`src/rtl/bcd_stopwatch_ctrl.sv`:
```
// BCD stopwatch controller: cascaded BCD counter with IDLE/RUN/PAUSE/DONE control.
// Optional lap capture is enabled by defining BCD_STOPWATCH_LAP_EN; without it the
// lap outputs are tied to zero and no lap register exists.
module bcd_stopwatch_ctrl #(
    parameter int unsigned NUM_DIGITS = 4,
    parameter int unsigned WRAP       = 1
) (
    input  logic                    in_clk,
    input  logic                    in_rst,
    input  logic                    in_start,
    input  logic                    in_stop,
    input  logic                    in_clear,
    input  logic                    in_lap,
    input  logic                    in_tick,
    output logic [4*NUM_DIGITS-1:0] o_digits,
    output logic [4*NUM_DIGITS-1:0] o_lap,
    output logic                    o_lap_valid,
    output logic [1:0]              o_state,
    output logic                    o_ovf,
    output logic                    o_running
);

    localparam logic [1:0] ST_IDLE  = 2'b00;
    localparam logic [1:0] ST_RUN   = 2'b01;
    localparam logic [1:0] ST_PAUSE = 2'b10;
    localparam logic [1:0] ST_DONE  = 2'b11;

    localparam int unsigned W = 4 * NUM_DIGITS;

    logic [1:0]   state_q, state_d;
    logic [W-1:0] count_q, count_d;
    logic [W-1:0] inc_val;
    logic         all_nines;
    logic         ovf_q, ovf_d;
    logic         running_q;

    // Ripple BCD increment; a carry surviving the top digit means every digit was 9.
    always_comb begin
        logic carry;
        inc_val = count_q;
        carry   = 1'b1;
        for (int k = 0; k < int'(NUM_DIGITS); k++) begin
            if (carry) begin
                if (count_q[4*k +: 4] == 4'd9) begin
                    inc_val[4*k +: 4] = 4'd0;
                end else begin
                    inc_val[4*k +: 4] = count_q[4*k +: 4] + 4'd1;
                    carry             = 1'b0;
                end
            end
        end
        all_nines = carry;
    end

    // Control FSM and count update; clear beats stop beats start.
    always_comb begin
        state_d = state_q;
        count_d = count_q;
        ovf_d   = 1'b0;
        if (in_clear) begin
            state_d = ST_IDLE;
            count_d = '0;
        end else begin
            case (state_q)
                ST_IDLE: begin
                    if (!in_stop && in_start) state_d = ST_RUN;
                end
                ST_RUN: begin
                    if (in_stop) begin
                        state_d = ST_PAUSE;
                    end else if (in_tick) begin
                        if (!all_nines) begin
                            count_d = inc_val;
                        end else if (WRAP != 0) begin
                            count_d = '0;
                            ovf_d   = 1'b1;
                        end else begin
                            state_d = ST_DONE;
                        end
                    end
                end
                ST_PAUSE: begin
                    if (!in_stop && in_start) state_d = ST_RUN;
                end
                default: ;  // DONE: only clear leaves
            endcase
        end
    end

    // State and counter registers.
    always_ff @(posedge in_clk or posedge in_rst) begin
        if (in_rst) begin
            state_q   <= ST_IDLE;
            count_q   <= '0;
            ovf_q     <= 1'b0;
            running_q <= 1'b0;
        end else begin
            state_q   <= state_d;
            count_q   <= count_d;
            ovf_q     <= ovf_d;
            running_q <= (state_d == ST_RUN);
        end
    end

    assign o_digits  = count_q;
    assign o_state   = state_q;
    assign o_ovf     = ovf_q;
    assign o_running = running_q;

`ifdef BCD_STOPWATCH_LAP_EN
    logic [W-1:0] lap_q, lap_d;
    logic         lap_valid_q, lap_valid_d;
    logic         lap_take;

    // Lap is lowest priority: blocked by clear, stop, and by start leaving PAUSE.
    always_comb begin
        lap_take    = in_lap && !in_clear && !in_stop &&
                      ((state_q == ST_RUN) || (state_q == ST_PAUSE && !in_start));
        lap_d       = lap_q;
        lap_valid_d = 1'b0;
        if (in_clear) begin
            lap_d = '0;
        end else if (lap_take) begin
            lap_d       = count_q;  // pre-increment value
            lap_valid_d = 1'b1;
        end
    end

    // Lap capture registers.
    always_ff @(posedge in_clk or posedge in_rst) begin
        if (in_rst) begin
            lap_q       <= '0;
            lap_valid_q <= 1'b0;
        end else begin
            lap_q       <= lap_d;
            lap_valid_q <= lap_valid_d;
        end
    end

    assign o_lap       = lap_q;
    assign o_lap_valid = lap_valid_q;
`else
    logic unused_lap;
    assign unused_lap  = in_lap;
    assign o_lap       = '0;
    assign o_lap_valid = 1'b0;
`endif

endmodule

```
`config.mk`:
```
export PLATFORM = sky130hd
export DESIGN_NAME = bcd_stopwatch_ctrl
export DESIGN_NICKNAME = d
export VERILOG_FILES = /design/src/rtl/bcd_stopwatch_ctrl.sv
export SDC_FILE = /design/constraint.sdc
export NUM_CORES = 1
export LEC_CHECK = 0
export BUFFER_PORTS_ARGS = -buffer_cell sky130_fd_sc_hd__buf_2
export CAP_MARGIN = 20
export CORE_MARGIN = 3
export CORE_UTILIZATION = 44
export CTS_CLUSTER_DIAMETER = 30
export DETAILED_ROUTE_END_ITERATION = 8
export MAX_ROUTING_LAYER = met4
export PLACE_DENSITY_LB_ADDON = 0.25
export SYNTH_ARGS = -nofsm -noshare
export SYNTH_HDL_FRONTEND = slang
export SYNTH_SLANG_ARGS = --single-unit
```
`constraint.sdc`:
```
create_clock -name in_clk -period 1.6 [get_ports in_clk]
set_input_delay 0.32 -clock in_clk [delete_from_list [all_inputs] [get_ports in_clk]]
set_output_delay 0.32 -clock in_clk [all_outputs]
set_load 0.01 [all_outputs]
```
==> flow_summary.toml <==
[run_status]
status = "finished clean"

[floorplan]
die_h_um = 59.8
core_area_um2 = 2610
start_util_pct = 48.8
num_rows = 18
die_w_um = 59.8
dieArea_um2 = 3580
ios = 44

[placement]
place_area_um2 = 1440
hpwl_mm = 1.83
port_buffers = 25
gp_congestion = 0.799
place_ws_ps = 29.6

[global_route]
grt_pass1_wl_mm = 3.88
grt_overflow = 0
antenna_found_initial = 0
grt_pass1_vias = 920
grt_max_degree = 21
grtUsageTotal_pct = 14.6

[critical_path]
startpoint_type = "flop"
timing.rr.end = "o_digits[12]"
reg2reg_setup_slack_ps = 20
r2r_cells = 6
r2r-start = "o_digits[1]"
critPathArrivalTime_ps = 1770
worstSetupEndpointType = "flop"
crit_fanout = 7
path_class = "reg2reg"
cp.required_ps = 1790

[power_and_ir_drop]
ir_worst_vdd_mv = 0.431
clkPwrFrac_pct = 27.8
p_comb_share_pct = 19.4
p_switching_mw = 0.282
switching_share_pct = 27.2
p_int_mw = 0.753
seqPwrFrac_pct = 52.8
p_leak_nw = 0.799
power.density_nw_per_um2 = 689

[drt]
drc = 0
via_per_inst = 5.06
totalWireLength_mm = 2.40
num_vias = 1028
antenna_left = 0
dr.pass1.iters = 4
drtIter0Drc = 36
wl_per_cell_um = 11.8

[clock_network]
clock_latency_ps = 290
cts_tree = "yes"
clkTransAtPathRegs_ps = 110
cts_max_level = 1
cts_made_buffers = 3
clock_sinks = 20
cts.path.max_buffers = 2
cts_root_buf = "clkbuf_4"
cts.hold.buffers_added = 0

[yosys]
syn_inst = 135
synth_warnings = 0
avgSynthCellArea_um2 = 9.43
synth_seq_area_share_pct = 39.3
synth-seq-cells = 20
synth_cell_type_count = 41
syn_area_um2 = 1270

[hold_path]
hp-class = "in2async"

[sta]
whs_ps = 27.0
fin_crit_sh_pct = 98.5
drv_slew = 0
hold_viol = 0
skew_ps = 2.96
fmax_mhz = 634
setup_ws_ps = 23.4
final.min_clock_period_ps = 1580
grt_setup_unrepaired = "yes"
finalSetupViolations = 0

[layout]
final_cell_area_um2 = 1500
drive_gt1_share_pct = 34.1
n_antenna_cell = 0
layout.nets = 187
fillCellCount = 228
syn_to_final_growth_pct = 18.0

[run]
maxCapViolations = 0
==> registers in the layout (all words and copies together), names as in the netlist <==
| register | cells |
|---|---|
| o_digits | 16 |
| o_ovf | 1 |
| o_running | 1 |
| o_state | 2 |
==> worst max-delay path by stage <==
stage                     start      endpoint  slack [ps]  cells past startpoint
detailed placement  o_digits[5]  o_digits[12]          30                      6
global placement    o_digits[1]  o_digits[12]          60                      6
finish              o_digits[1]  o_digits[12]          20                      6
CTS                 o_digits[5]  o_digits[12]          10                      6
global route        o_digits[1]  o_digits[12]         -50                      6
floorplan           o_digits[5]  o_digits[12]         -30                      7
==> critical path: stages, from the launching register on <==
cell and delay, ps:
dfrtp_1 390, inv_1 60, ha_2 160, and3b_2 240, and3_4 260, nand2_4 70
mux2_4 300
==> through the flow <==
| step | util (%) | instances | setup TNS [ps] | total power, mW |
|---|---|---|---|---|
| after floorplan | - | 151 | -56.5 | 0.696 |
| after global placement | 55.2 | 196 | 0 | 0.743 |
| after detailed placement | 55.2 | 196 | 0 | 0.750 |
| after CTS | 56.6 | 200 | 0 | 1.04 |
| after global routing | 57.5 | 203 | -162 | 1.10 |
| final | 57.5 | 203 | 0 | 1.03 |
==> cell usage in the layout, fill, tap and decap left out, drive strengths merged, types with 2 or more instances in the layout <==
master and instances:
inv 4, buf 39, and3 2, clkbuf 4, o21ai 6, a21oi 8, nor2b 4, nand2b 3
nor2 16, nand2 11, or2 2, nor4 2, dfrtp 20, conb 17, ha 6, and3b 4
nand3 3, mux2i 5
==> power groups by stage <==
stage | sequential (mW) | clock (mW) | combinational (mW)
finish | 0.547 | 0.288 | 0.200
global route | 0.551 | 0.318 | 0.226
CTS | 0.547 | 0.298 | 0.194
detailed placement | 0.557 | 0 | 0.193
global placement | 0.555 | 0 | 0.188
floorplan | 0.577 | 0 | 0.119
==> synthesized netlist by cell type (all sizes together) <==
library cell  count  area, µm²
o21ai             6       30.0
buf              19        144
ha                6       75.1
and3              2       12.5
nand2b            3       18.8
nand3b            1       7.51
a211oi            1       7.51
nor4b             1       8.76
nor2b             4       25.0
and3b             4       35.0
nor3              1       5.00
a31oi             1       6.26
and4bb            1       16.3
dfrtp            20        500
o41ai             1       8.76
or2               2       12.5
nor4              2       18.8
nor2             16       60.1
and4b             1       10.0
a32o              1       10.0
nand2            11       48.8
a22o              1       8.76
mux2i             5       50.1
a21o              1       7.51
a21oi             8       43.8
mux2              1       15.0
nand3             3       15.0
a221o             1       10.0
and4              1       8.76
a31o              1       8.76
inv               4       15.0
conb              1       3.75
a21bo             1       10.0
clkbuf            2       7.51
a211o             1       8.76
==> logic make-up (layout without fill, tap and decap cells) <==
family | Yosys count | count (layout) | synth area share (%)
other | 1 | 17 | 0.294
multiplexers | 6 | 6 | 5.11
AND/OR/NAND/NOR | 53 | 53 | 23.8
buffers and inverters | 25 | 47 | 13.1
flip-flops | 20 | 20 | 39.3
AO/OA/AOI/OAI | 24 | 24 | 12.6
adder cells (fa/ha/maj) | 6 | 6 | 5.89
==> what timing repair did <==
action | CTS | global route
setup endpoints to repair | 0 | 5
buffers inserted | 0 | 3
resized for setup | 0 | 1
==> layer usage <==
| metal | track usage, % | wire length, µm | up-vias |
|---|---|---|---|
| met1 | 18.1 | 1100 | 491 |
| met3 | 2.59 | 117 | 2 |
| met2 | 24.1 | 1160 | 26 |
| met4 | 4.75 | 14 | 0 |
| li1 | - | - | 509 |
| met5 | - | 0 | - |
==> final cells by class <==
| class | instances | area [µm²] | share of cell area [%] |
|---|---|---|---|
| inverters | 4 | 15.0 | 0.999 |
| repair buffers | 39 | 230 | 15.3 |
| clock buffers | 4 | 36.3 | 2.41 |
| well taps | 30 | 37.5 | 2.50 |
| flip-flops and latches | 20 | 503 | 33.5 |
| multi-input cells | 106 | 681 | 45.3 |
Power figures use the tool's default switching activity.
